==> src/rtl/pacman_dl_ctrl.sv <==
// pacman_dl_ctrl: sequences the HPS ioctl ROM download into the Pacman core's
// ROM/PROM regions and keeps the core in reset during download plus a stretch.
// Optional feature macro: DL_CHECKSUM_EN adds dl_sum, the 16-bit sum of all
// bytes accepted into a region during the last download.
module pacman_dl_ctrl #(
  parameter logic [15:0] CPU_END  = 16'h4000,
  parameter logic [15:0] GFX_END  = 16'h6000,
  parameter logic [15:0] PAL_END  = 16'h6020,
  parameter logic [15:0] LUT_END  = 16'h6120,
  parameter logic [15:0] SND_END  = 16'h6220,
  parameter int unsigned RST_HOLD = 16
) (
  input  logic        clk_sys,
  input  logic        RESET,
  input  logic        ioctl_download,
  input  logic        ioctl_wr,
  input  logic [24:0] ioctl_addr,
  input  logic [7:0]  ioctl_dout,
  input  logic        ext_reset,
  output logic [15:0] dn_addr,
  output logic [7:0]  dn_data,
  output logic [4:0]  dn_we,
  output logic        core_reset,
  output logic        dl_done,
  output logic        dl_err
`ifdef DL_CHECKSUM_EN
  ,
  output logic [15:0] dl_sum
`endif
);

  typedef enum logic [1:0] {
    ST_IDLE,
    ST_LOAD,
    ST_HOLD,
    ST_RUN
  } state_t;

  state_t      state_q, state_d;
  logic        dl_prev_q, dl_prev_d;
  logic        loaded_q, loaded_d;
  logic [15:0] cnt_q, cnt_d;
  logic [15:0] hold_q, hold_d;
  logic [15:0] dn_addr_q, dn_addr_d;
  logic [7:0]  dn_data_q, dn_data_d;
  logic [4:0]  dn_we_q, dn_we_d;
  logic        dl_done_q, dl_done_d;
  logic        dl_err_q, dl_err_d;
`ifdef DL_CHECKSUM_EN
  logic [15:0] sum_q, sum_d;
`endif

  logic        dl_rise;
  logic        wr_valid;
  logic [15:0] wr_lo;
  logic [15:0] wr_base;
  logic [4:0]  wr_region;

  // Address decode: region one-hot and base for the current ioctl address.
  always_comb begin
    wr_lo     = ioctl_addr[15:0];
    wr_valid  = (ioctl_addr[24:16] == '0) && (wr_lo < SND_END);
    wr_region = 5'b10000;
    wr_base   = LUT_END;
    if (wr_lo < CPU_END) begin
      wr_region = 5'b00001;
      wr_base   = '0;
    end else if (wr_lo < GFX_END) begin
      wr_region = 5'b00010;
      wr_base   = CPU_END;
    end else if (wr_lo < PAL_END) begin
      wr_region = 5'b00100;
      wr_base   = GFX_END;
    end else if (wr_lo < LUT_END) begin
      wr_region = 5'b01000;
      wr_base   = PAL_END;
    end
  end

  // Next-state, download datapath and status flag logic.
  always_comb begin
    dl_rise   = ioctl_download & ~dl_prev_q;
    state_d   = state_q;
    dl_prev_d = ioctl_download;
    loaded_d  = loaded_q;
    cnt_d     = cnt_q;
    hold_d    = hold_q;
    dn_addr_d = dn_addr_q;
    dn_data_d = dn_data_q;
    dn_we_d   = '0;
    dl_done_d = dl_done_q;
    dl_err_d  = dl_err_q;
`ifdef DL_CHECKSUM_EN
    sum_d     = sum_q;
`endif

    case (state_q)
      ST_IDLE: begin
        // dl_prev resets high, so a download already active at reset
        // release is ignored and parks the FSM here until it ends.
        if (dl_rise) begin
          state_d = ST_LOAD;
        end else if (!ioctl_download) begin
          state_d = ST_HOLD;
          hold_d  = 16'(RST_HOLD - 1);
        end
      end
      ST_LOAD: begin
        if (ioctl_wr) begin
          cnt_d = (cnt_q == '1) ? cnt_q : cnt_q + 16'd1;
          if (wr_valid) begin
            dn_we_d   = wr_region;
            dn_addr_d = wr_lo - wr_base;
            dn_data_d = ioctl_dout;
`ifdef DL_CHECKSUM_EN
            sum_d     = sum_q + {8'h00, ioctl_dout};
`endif
          end else begin
            dl_err_d = 1'b1;
          end
        end
        // Length check uses cnt_d so a write in the exit cycle is counted.
        if (!ioctl_download) begin
          state_d = ST_HOLD;
          hold_d  = 16'(RST_HOLD - 1);
          if (cnt_d != SND_END) begin
            dl_err_d = 1'b1;
          end
        end
      end
      ST_HOLD: begin
        if (dl_rise) begin
          state_d = ST_LOAD;
        end else if (hold_q == '0) begin
          state_d = ST_RUN;
          if (loaded_q && !dl_err_q) begin
            dl_done_d = 1'b1;
          end
        end else begin
          hold_d = hold_q - 16'd1;
        end
      end
      ST_RUN: begin
        if (dl_rise) begin
          state_d = ST_LOAD;
        end
      end
      default: begin
        state_d = ST_IDLE;
      end
    endcase

    // Fresh download: status and counters restart on LOAD entry.
    if (state_d == ST_LOAD && state_q != ST_LOAD) begin
      cnt_d     = '0;
      dl_err_d  = 1'b0;
      dl_done_d = 1'b0;
      loaded_d  = 1'b1;
`ifdef DL_CHECKSUM_EN
      sum_d     = '0;
`endif
    end
  end

  // State and datapath registers with asynchronous reset.
  always_ff @(posedge clk_sys or posedge RESET) begin
    if (RESET) begin
      state_q   <= ST_IDLE;
      dl_prev_q <= 1'b1;
      loaded_q  <= 1'b0;
      cnt_q     <= '0;
      hold_q    <= '0;
      dn_addr_q <= '0;
      dn_data_q <= '0;
      dn_we_q   <= '0;
      dl_done_q <= 1'b0;
      dl_err_q  <= 1'b0;
`ifdef DL_CHECKSUM_EN
      sum_q     <= '0;
`endif
    end else begin
      state_q   <= state_d;
      dl_prev_q <= dl_prev_d;
      loaded_q  <= loaded_d;
      cnt_q     <= cnt_d;
      hold_q    <= hold_d;
      dn_addr_q <= dn_addr_d;
      dn_data_q <= dn_data_d;
      dn_we_q   <= dn_we_d;
      dl_done_q <= dl_done_d;
      dl_err_q  <= dl_err_d;
`ifdef DL_CHECKSUM_EN
      sum_q     <= sum_d;
`endif
    end
  end

  assign dn_addr    = dn_addr_q;
  assign dn_data    = dn_data_q;
  assign dn_we      = dn_we_q;
  assign dl_done    = dl_done_q;
  assign dl_err     = dl_err_q;
  assign core_reset = (state_q != ST_RUN) | ext_reset;
`ifdef DL_CHECKSUM_EN
  assign dl_sum     = sum_q;
`endif

endmodule

==> config.mk <==
export PLATFORM = sky130hd
export DESIGN_NAME = pacman_dl_ctrl
export DESIGN_NICKNAME = d
export VERILOG_FILES = /design/src/rtl/pacman_dl_ctrl.sv
export SDC_FILE = /design/constraint.sdc
export NUM_CORES = 1
export LEC_CHECK = 0
export ABC_AREA = 1
export CAP_MARGIN = 10
export CORE_MARGIN = 1.5
export CORE_UTILIZATION = 30
export CTS_BUF_LIST = sky130_fd_sc_hd__clkbuf_8 sky130_fd_sc_hd__clkbuf_16
export DETAILED_ROUTE_END_ITERATION = 12
export GPL_TIMING_DRIVEN = 0
export SYNTH_ARGS = -nofsm -noshare
export SYNTH_HDL_FRONTEND = slang
export SYNTH_SLANG_ARGS = --single-unit
==> constraint.sdc <==
create_clock -name clk_sys -period 3.6 [get_ports clk_sys]
set_input_delay 0.72 -clock clk_sys [delete_from_list [all_inputs] [get_ports clk_sys]]
set_output_delay 0.72 -clock clk_sys [all_outputs]
set_load 0.03 [all_outputs]
# Yosys cells after proc, flatten, opt, wreduce, memory -nomap -nowiden
# Cells that the tools add are included.
[word_totals] output_inout_bits=32 word_cells=86 regBits=67 in_bits=38
[classes] n_reduce_logical=15 eq_ne=12 bitwise=3 order_cmp=5 add_sub_neg=3 muxes=38
[ops] cell="$mux 16" count=9
[ops] cell="$lt 16x15->1 const B" count=5
[ops] cell="$pmux 16 s3" count=1
[ops] cell="$mux 5" count=7
[ops] cell="$mux 9" count=2
[ops] cell="$add 16x1->16 const B" count=1
[ops] cell="$eq 16x16->1 const B" count=1
[ops] cell="$logic_not 16->1" count=1
[ops] cell="$ne 16x15->1 const B" count=1
[ops] cell="$sub 16x1->16 const B" count=1
[ops] cell="$sub 16x16->16" count=1
[ops] cell="$mux 15" count=1
[ops] cell="$mux 14" count=1
[ops] cell="$mux 1" count=11
[ops] cell="$mux 2" count=5
[ops] cell="$logic_not 9->1" count=1
[ops] cell="$ne 2x2->1 const B" count=4
[ops] cell="$pmux 2 s4" count=1
[ops] cell="$reduce_and 4->1" count=2
[ops] cell="$reduce_bool 2->1" count=4
[ops] cell="$eq 2x1->1 const B" count=2
[ops] cell="$eq 2x2->1 const B" count=2
[ops] cell="$ne 2x1->1 const B" count=2
[ops] cell="$logic_and 1x1->1" count=3
[ops] cell="7 further kinds" count=7

# Depth between registers and ports, before layout
# Gate-level depths: netlist (run 1).
[logic_depth] ltp_word=9 mapped_depth=14 mapped_depth_nobuf=14

# Worst setup path after synthesis (run 1)
# OpenSTA, ideal clock, no wires.
[synth_path] path_type="input-to-reg" start="in ioctl_addr[6]" end="reg dn_addr_q[15], in the netlist dn_addr[15]" cell_stages=11 setup_slack_ns=0.899 n_path_buf=0 setup_ns=0.076 arrival_time_ns=2.625 required_ns=3.524 path_cell_list="nor3_1 a31oi_1 or3_1 nand2_1 ha_1 a21oi_1 nand2_1 nor3_1 o21ai_0 xor2_1 o21ai_1"
[synth_via] elab_chain_cells=6 word_cells_on_any_way=12 cone_classes="add/sub (1); order compare (5); mux (4); reduce/logical (2)"
[synth_lines] item="start, declared" line_no="17" source="input logic [24:0] ioctl_addr,"
[synth_lines] item="$lt 16x15->1" line_no="74" source="end else if (wr_lo < LUT_END) begin"
[synth_lines] item="$mux 9" line_no="74"
[synth_lines] item="$mux 9" line_no="71" source="end else if (wr_lo < PAL_END) begin"
[synth_lines] item="$mux 14" line_no="68" source="end else if (wr_lo < GFX_END) begin"
[synth_lines] item="$mux 15" line_no="65" source="if (wr_lo < CPU_END) begin"
[synth_lines] item="$sub 16x16->16" line_no="113" source="dn_addr_d = wr_lo - wr_base;"
[synth_lines] item="end signal, assigned" line_no="187" source="dn_addr_q <= dn_addr_d;"
[synth_lines] item="end, declared" line_no="44" source="logic [15:0] dn_addr_q, dn_addr_d;"
# Parallel ways exist; a longest one is shown, timed or not.
# A chain may end at the register's enable or synchronous reset.

# Worst setup path in the final report (run 1)
[layout_path] start="in ioctl_addr[7]" end="reg dn_addr_q[15], in the netlist dn_addr[15]"
# Same word-level chain as after synthesis.

==> flow_metrics.py, run 1 <==
metrics = {
    "run_status": {
        "run_status": "completed",
    },
    "clock_tree": {
        "clk_latency_ps": 330,
        "cts_tree": "yes",
        "cts_sinks": 67,
        "cts_hold_buf": 0,
        "cts_inserted_buffers": 9,
        "htreeDepth": 3,
        "ctsLongestPathBuffers": 2,
        "clkSlewWorstSetupHoldPaths_ps": 60,
        "cts-root-buf": "clkbuf_16",
        "post_cts_buffers": 0,
        "cts_resized": 0,
    },
    "logic_synthesis": {
        "ys.warnings.count": 0,
        "synth_edf_count": 0,
        "synth_top_area_share": 0.419,
        "synthDistinctLibCells": 40,
        "seq_area_frac_synth": 0.425,
        "post-synth-top-count-cell": "nand2_1",
        "synth_area_um2": 3940,
        "synth-async-reset-ratio": 1.00,
        "synth_flop_cell": "dfrtp_1",
        "synth-seq-cells": 67,
        "synth_common_cells": "nand2_1 (169), dfrtp_1 (66), nor2_1 (63)",
        "synth_nets": 578,
        "syn_inst": 533,
        "avgSynthCellArea_um2": 7.40,
        "yosys-top-cells-area": "dfrtp_1 (42%), nand2_1 (16%), nor2_1 (6.0%)",
        "yosys.area.top_type": "dfrtp_1",
    },
    "finish": {
        "antenna_cells": 0,
        "multiInputGateArea_um2": 1960,
        "utilization": 0.406,
        "fillers": 1350,
        "register_area_um2": 1680,
        "drive_above_1_share": 0.0906,
        "fin_area_um2": 5160,
        "area_growth_pct": 30.8,
        "final_nets": 658,
    },
    "sta": {
        "worstMarginPinSlew_ps": 840,
        "hold_violations": 0,
        "rsz0062_at_grt": "no",
        "whs_ps": 448,
        "post-route-period-util": 0.894,
        "setup_viol": 0,
        "layout_min_cycle_time_ps": 3220,
        "slew_violations": 0,
        "finClkSkew_ps": 6.30,
        "slew_headroom": 0.440,
        "clock.fmax_mhz": 311,
    },
    "place": {
        "hpwl_um": 7420,
        "gp_congestion": 0.868,
        "dpl_cell_area_um2": 4850,
        "port_buffers": 69,
    },
    "detailed_routing": {
        "vias": 3669,
        "totalWireLength_um": 9840,
        "antenna_left": 0,
        "drt_iter0_markers": 227,
        "drcViolationCount": 0,
        "dr.pass1.iters": 5,
        "viasPerCell": 4.64,
        "routedWlPerCell_um": 12.5,
    },
    "global_route": {
        "grt_max_degree": 68,
        "grt_pass1_wl_um": 16600,
        "antenna_found_initial": 0,
        "grt_util_all_layers": 0.147,
        "overflow": 0,
        "grt_pass1_vias": 3585,
    },
    "die": {
        "dieHeight_um": 118,
        "die_w_um": 118,
        "num_rows": 41,
        "core_area_um2": 12700,
        "start_util": 0.310,
        "die-area_um2": 13800,
        "num_io_pins": 70,
    },
    "flow_run": {
        "cap_violations": 0,
    },
    "power_and_ir_drop": {
        "peakVddDrop_mv": 0.175,
        "p_leak_nw": 2.39,
        "power_density_nw_per_um2": 396,
    },
    "critical_path": {
        "start_kind": "input port",
        "required_ps": 3820,
        "cp_max_fo": 4,
        "cp.arrival_ps": 3440,
        "critPathKind": "input port to register",
        "end_kind": "register",
    },
    "worst_hold_path": {
        "hp-class": "register to register",
    },
}
-- stage by stage --
stage | power (mW) | setup slack [ps] | TNS (ps) | instances
floorplan | 1.03 | 899 | 0 | 533
global route | 2.14 | 76.5 | 0 | 790
finish | 2.04 | 380 | 0 | 790
detailed placement | 1.14 | 20.3 | 0 | 774
global placement | 1.14 | -67.0 | -4110 | 774
CTS | 2.07 | 363 | 0 | 790
-- area by class of cell --
class                   count  area share
multi-input cells         393       0.379
flip-flops and latches     67       0.325
repair buffers             69       0.134
inverters                  64      0.0470
clock buffers               9      0.0436
well taps                 172      0.0417
clock inverters             7      0.0160
plain buffers               9      0.0133
-- where the power goes --
part | switching (mW) | internal (mW)
sequential | 0.0364 | 0.787
combinational | 0.181 | 0.123
clock | 0.366 | 0.548
-- worst paths after layout --
path	start	slack, ps	cells past startpoint	end
worst max register to register	cnt_q[0]	1660	12	dl_err
min in group asynchronous	RESET	900	2	dn_addr[0]
worst min-delay path	loaded_q	450	2	loaded_q
max in group asynchronous	RESET	2130	2	cnt_q[6]
worst min register to register	loaded_q	450	2	loaded_q
worst max-delay path	ioctl_addr[7]	380	12	dn_addr[15]
-- worst max-delay path: stages --
cell             delay [ps]
clkdlybuf4s50_1         460
nor3_1                  300
a31oi_1                 150
or3_1                   400
nand2_1                 120
ha_1                    260
a21oi_1                 230
nand2_1                 110
nor3_1                  270
o21ai_0                 150
xor2_1                  180
o21ai_1                  80
-- kinds of logic (layout without fill, tap and decap cells) --
group	count (synthesis)	after routing	synth area share
AOI/OAI and AO/OA	58	58	0.0844
xor gates and xnor gates	16	16	0.0355
adders and majority gates	7	7	0.0222
buffers and inverters	73	158	0.0784
DFF	67	67	0.425
and+or+nand+nor	312	312	0.354
-- routing by layer --
| metal | global-route usage | part of all wire | vias to the layer above |
|---|---|---|---|
| li1 | - | - | 1866 |
| met2 | 0.235 | 0.46 | 102 |
| met3 | 0.0475 | 0.080 | 10 |
| met4 | 0.0572 | 0.011 | 0 |
| met5 | 0 | 0 | - |
| met1 | 0.185 | 0.45 | 1691 |
-- flip-flops by register name, indices dropped and copies added (netlist names) --
signal,cells
dn_we,5
hold_q,16
cnt_q,16
dn_data,8
state_q,2
dl_err,1
dl_prev_q,1
dn_addr,16
loaded_q,1
dl_done,1
-- cell usage in the layout (no fill, tap or decap), drive strengths merged, types with 5 or more instances in the layout --
cell type      count
nand3b             6
o21ai             32
nand3             32
xnor2              5
buf                7
nand4             10
nand2            176
clkdlybuf4s50     69
o22ai             10
clkbuf            11
nor3              10
nor2              73
inv               67
dfrtp             66
xor2              11
ha                 7
Note: power is estimated with default switching activity, not from simulation.
==> run 2: changes to the inputs <==
--- a/config.mk
+++ b/config.mk
@@ -7,7 +7,7 @@
 export LEC_CHECK = 0
 export ABC_AREA = 1
 export CAP_MARGIN = 10
-export CORE_MARGIN = 1.5
+export CORE_MARGIN = 2
 export CORE_UTILIZATION = 30
 export CTS_BUF_LIST = sky130_fd_sc_hd__clkbuf_8 sky130_fd_sc_hd__clkbuf_16
 export DETAILED_ROUTE_END_ITERATION = 12
==> run 2 against run 1 <==
Effect of this change: total power is 0.32% higher; register-to-register slack got worse by 30 ps; maximum frequency is essentially flat; flip-flop and latch count did not move; die area grew 1.7%; first-iteration DRC count down 9.3%; setup slack improved by 1.2 ps; global-route usage is 0.56 points higher; routed wire length is 3.9% higher; non-clock buffer count is the same; worst hold slack gained 2.0 ps; largest power group unchanged.
==> flow_metrics.py, run 2 (synthesized netlist as in run 1, its figures left out) <==
metrics = {
    "die": {
        "num_io_pins": 70,
        "dieHeight_um": 119,
        "die_w_um": 119,
        "start_util": 0.310,
        "num_rows": 41,
        "die-area_um2": 14100,
        "core_area_um2": 12700,
    },
    "flow_run": {
        "cap_violations": 0,
    },
    "global_route": {
        "antenna_found_initial": 0,
        "grt_util_all_layers": 0.153,
        "overflow": 0,
        "grt_pass1_vias": 3706,
        "grt_max_degree": 68,
        "grt_pass1_wl_um": 17500,
    },
    "detailed_routing": {
        "totalWireLength_um": 10200,
        "vias": 3727,
        "drcViolationCount": 0,
        "viasPerCell": 4.72,
        "dr.pass1.iters": 4,
        "routedWlPerCell_um": 12.9,
        "antenna_left": 0,
        "drt_iter0_markers": 206,
    },
    "power_and_ir_drop": {
        "switchingPower_mw": 0.589,
        "p_leak_nw": 2.39,
        "p_int_mw": 1.46,
        "seqPwrFrac": 0.401,
        "clockPowerShare": 0.448,
        "combPwrFrac": 0.151,
        "power_density_nw_per_um2": 397,
        "peakVddDrop_mv": 0.224,
        "sw_frac_of_total": 0.287,
        "power_mw": 2.05,
    },
    "finish": {
        "layout.cells.most_common_list": "nand2_1 (169), clkdlybuf4s50_1 (69), dfrtp_1 (66)",
        "fillers": 1324,
        "fin_cells": 790,
        "antenna_cells": 0,
        "drive_above_1_share": 0.0906,
        "utilization": 0.406,
        "final_nets": 658,
        "final_common_cell": "nand2_1",
        "area_growth_pct": 30.9,
    },
    "sta": {
        "slew_violations": 0,
        "slew_headroom": 0.431,
        "hold_violations": 0,
        "layout_min_cycle_time_ps": 3220,
        "post-route-period-util": 0.894,
        "worstMarginPinSlew_ps": 853,
        "fin_tns_setup_ps": 0,
        "setup_viol": 0,
        "clock.fmax_mhz": 311,
        "rsz0062_at_grt": "no",
        "finClkSkew_ps": 5.04,
    },
    "critical_path": {
        "start_kind": "input port",
        "max_stage_delay_ps": 530,
        "end_kind": "register",
        "cpMostUsedCell": "nand2_1",
        "r2r_cells": 12,
        "critPathKind": "input port to register",
        "cp_max_fo": 6,
        "cp.arrival_ps": 3480,
        "slowest_stage": "clkdlybuf4s50_1",
        "crit_chain": "clkdlybuf4s50_1 > nor2_1 > nand2_1 > a31oi_1 > or3_1 > nand2_1 > ha_1 > a21oi_1 > nand2_1 > nor3_1 > o21ai_0 > xor2_1 > o21ai_1",
        "required_ps": 3860,
    },
    "clock_tree": {
        "cts_hold_buf": 0,
        "cts-root-buf": "clkbuf_16",
        "clk_latency_ps": 340,
        "post_cts_buffers": 0,
        "ctsLongestPathBuffers": 2,
        "cts_sinks": 67,
        "cts_resized": 0,
        "htreeDepth": 3,
        "clkSlewWorstSetupHoldPaths_ps": 60,
        "cts_tree": "yes",
        "cts_inserted_buffers": 9,
    },
    "place": {
        "place_inst": 774,
        "port_buffers": 69,
        "hpwl_um": 7650,
        "gp_congestion": 0.917,
    },
    "worst_hold_path": {
        "hp-class": "register to register",
        "holdPathStages": 2,
    },
    "run_status": {
        "run_status": "completed",
    },
}
[run 2: final timing paths]
path / slack [ps] / start / to
worst max-delay path: 380 / ioctl_addr[15] / dn_addr[15]
worst min-delay path: 450 / loaded_q / loaded_q
worst max register to register: 1630 / cnt_q[0] / dl_err
worst min register to register: 450 / loaded_q / loaded_q
max in group asynchronous: 2130 / RESET / cnt_q[2]
min in group asynchronous: 910 / RESET / dn_data[0]
[run 2: worst max-delay path, delay by kind of cell]
kind                       cells  cell delay (ps)
buffers and inverters          1              530
xor gates and xnor gates       1              170
and+or+nand+nor                6             1050
AOI/OAI and AO/OA              4              710
adders and majority gates      1              310
[run 2: cell type report]
class / instances / area, µm² / share of cell area
multi-input combinational: 393 / 1960 / 0.379
sequential: 67 / 1680 / 0.325
timing repair buffer: 69 / 691 / 0.134
inverter: 64 / 243 / 0.0470
clock buffer: 9 / 225 / 0.0436
tap: 172 / 215 / 0.0417
clock inverter: 7 / 83.8 / 0.0162
buffer: 9 / 68.8 / 0.0133
[run 2: per-layer routing]
layer / vias up / global-route usage / wire, µm
met5: - / 0 / 0
met4: 0 / 0.0580 / 176
met3: 12 / 0.0560 / 791
met2: 108 / 0.242 / 4690
met1: 1736 / 0.190 / 4560
li1: 1871 / - / -
[run 2: power groups by stage]
stage          Combinational (mW)  Clock, mW  Sequential [mW]
3_5_place_dp                0.310          0            0.835
4_1_cts                     0.312      0.941            0.822
6_report                    0.309      0.918            0.822
2_1_floorplan               0.193          0            0.836
5_1_grt                     0.349      0.975            0.828
3_3_place_gp                0.303          0            0.834
[run 2: metrics by stage]
step / hold slack, ps / cell area, µm² / setup slack (ps)
finish: 450 / 5160 / 381
CTS: 453 / 5160 / 381
global route: 490 / 5160 / 169
detailed placement: 437 / 4850 / 35.9
floorplan: 423 / 3940 / 899
global placement: 434 / 4850 / -72.1
==> run 3: changes to the inputs <==
--- a/config.mk
+++ b/config.mk
@@ -7,11 +7,14 @@
 export LEC_CHECK = 0
 export ABC_AREA = 1
 export CAP_MARGIN = 10
+export CELL_PAD_IN_SITES_DETAIL_PLACEMENT = 0
+export CELL_PAD_IN_SITES_GLOBAL_PLACEMENT = 1
 export CORE_MARGIN = 2
 export CORE_UTILIZATION = 30
 export CTS_BUF_LIST = sky130_fd_sc_hd__clkbuf_8 sky130_fd_sc_hd__clkbuf_16
 export DETAILED_ROUTE_END_ITERATION = 12
 export GPL_TIMING_DRIVEN = 0
+export PLACE_DENSITY_LB_ADDON = 0.1
 export SYNTH_ARGS = -nofsm -noshare
 export SYNTH_HDL_FRONTEND = slang
 export SYNTH_SLANG_ARGS = --single-unit
==> run 3 against run 2 <==
Effect of this change: via count decreased by 3.4%; worst hold slack got worse by 2.4 ps; total power decreased by 0.97%; first-iteration DRC count decreased by 15%; die area unchanged; global-route usage increased by 0.73 points; critical path depth decreased by 1.
==> flow_metrics.py, run 3 (synthesized netlist as in run 1, its figures left out) <==
metrics = {
    "detailed_routing": {
        "dr.pass1.iters": 4,
        "antenna_left": 0,
        "routedWlPerCell_um": 13.5,
        "drcViolationCount": 0,
        "drt_iter0_markers": 176,
        "totalWireLength_um": 10600,
        "vias": 3600,
        "viasPerCell": 4.55,
    },
    "power_and_ir_drop": {
        "clockPowerShare": 0.439,
        "peakVddDrop_mv": 0.186,
        "p_int_mw": 1.46,
        "switchingPower_mw": 0.566,
        "sw_frac_of_total": 0.279,
        "power_density_nw_per_um2": 392,
        "seqPwrFrac": 0.407,
        "combPwrFrac": 0.154,
        "p_leak_nw": 2.40,
    },
    "critical_path": {
        "cp.arrival_ps": 3420,
        "start_kind": "input port",
        "critPathKind": "input port to register",
        "cp_max_fo": 4,
        "required_ps": 3860,
        "end_kind": "register",
    },
    "sta": {
        "slew_headroom": 0.614,
        "clock.fmax_mhz": 317,
        "hold_violations": 0,
        "slew_violations": 0,
        "layout_setup_ws_ps": 442,
        "worstMarginPinSlew_ps": 580,
        "setup_viol": 0,
        "finClkSkew_ps": 6.32,
        "post-route-period-util": 0.877,
        "layout_min_cycle_time_ps": 3160,
        "rsz0062_at_grt": "no",
        "whs_ps": 447,
    },
    "finish": {
        "final_common_cell": "nand2_1",
        "multiInputGateArea_um2": 1960,
        "layout.cells.most_common_list": "nand2_1 (169), clkdlybuf4s50_1 (69), dfrtp_1 (66)",
        "fin_area_um2": 5180,
        "drive_above_1_share": 0.0905,
        "final_nets": 659,
        "fillers": 1372,
        "register_area_um2": 1680,
        "antenna_cells": 0,
        "area_growth_pct": 31.4,
        "fin_cells": 791,
    },
    "clock_tree": {
        "post_cts_buffers": 0,
        "clk_latency_ps": 340,
        "cts_sinks": 67,
        "clkSlewWorstSetupHoldPaths_ps": 50,
        "htreeDepth": 3,
        "cts_tree": "yes",
        "ctsLongestPathBuffers": 2,
        "cts_inserted_buffers": 9,
        "cts-root-buf": "clkbuf_16",
    },
    "die": {
        "dieHeight_um": 119,
        "die-area_um2": 14100,
        "num_rows": 41,
        "num_io_pins": 70,
        "die_w_um": 119,
        "core_area_um2": 12700,
        "start_util": 0.310,
    },
    "place": {
        "dpl_cell_area_um2": 4880,
        "gp_congestion": 0.811,
        "hpwl_um": 8040,
        "place_inst": 775,
        "place_ws_ps": -105,
        "port_buffers": 69,
    },
    "global_route": {
        "overflow": 0,
        "grt_max_degree": 44,
        "grt_pass1_vias": 3640,
        "grt_util_all_layers": 0.160,
        "antenna_found_initial": 0,
        "grt_pass1_wl_um": 18000,
    },
    "worst_hold_path": {
        "hp-class": "register to register",
    },
    "run_status": {
        "run_status": "completed",
    },
    "flow_run": {
        "cap_violations": 0,
    },
}
## run 3: changes by cell type in the layout (fill, tap and decap cells not counted)
cell,delta
clkinv_4,-1
inv_8,-1
nor3_1,-1
clkinvlp_4,+1
inv_6,-3
nor3_2,+1
clkinv_2,+1
clkbuf_8,+1
inv_1,+2
buf_16,+1
## run 3: critical path, stage by stage
cell and delay [ps]:
clkdlybuf4s50_1 460, nor3_1 310, a31oi_1 150, or3_1 410, nand2_1 130, ha_1 260, a21oi_1 240, nand2_1 130
nor3_2 200, o21ai_0 140, xor2_1 150, o21ai_1 120
## run 3: area by class of cell
cell class                 count  share of cell area
tap                          172              0.0415
clock buffer                  10              0.0461
timing repair buffer          70               0.139
inverter                      64              0.0468
sequential                    67               0.324
multi-input combinational    393               0.379
buffer                         9              0.0133
clock inverter                 6              0.0111
## run 3: per-layer routing
layer,vias up,GRT usage,wire [µm]
met2,60,0.250,4720
met3,10,0.0391,522
met4,0,0.0625,171
li1,1871,-,-
met5,-,0,0
met1,1659,0.213,5230
## run 3: repair_timing
action / 4_1_cts / 5_1_grt
gates resized for setup: 0 / 1
endpoints found under the setup margin: 0 / 1
hold buffers: 0 / 0
## run 3: power by group through the flow
stage | Sequential (mW) | Combinational [mW] | Clock [mW]
6_report | 0.825 | 0.313 | 0.891
5_1_grt | 0.829 | 0.355 | 0.952
4_1_cts | 0.825 | 0.318 | 0.915
3_5_place_dp | 0.838 | 0.317 | 0
3_3_place_gp | 0.836 | 0.310 | 0
2_1_floorplan | 0.836 | 0.193 | 0
## run 3: final timing paths
check	to	cells after the start	from	slack, ps
worst max-delay path	dn_addr[15]	12	ioctl_addr[7]	440
worst min-delay path	loaded_q	2	loaded_q	450
worst max register to register	dl_err	12	cnt_q[0]	1530
worst min register to register	loaded_q	2	loaded_q	450
max in group asynchronous	dl_prev_q	3	RESET	2310
min in group asynchronous	dn_addr[0]	2	RESET	710
## run 3: per-stage QoR
stage,power [mW],TNS [ps],util
3_5_place_dp,1.16,-105,0.384
2_1_floorplan,1.03,0,-
6_report,2.03,0,0.407
3_3_place_gp,1.15,-15740,0.381
4_1_cts,2.06,0,0.407
5_1_grt,2.14,0,0.407
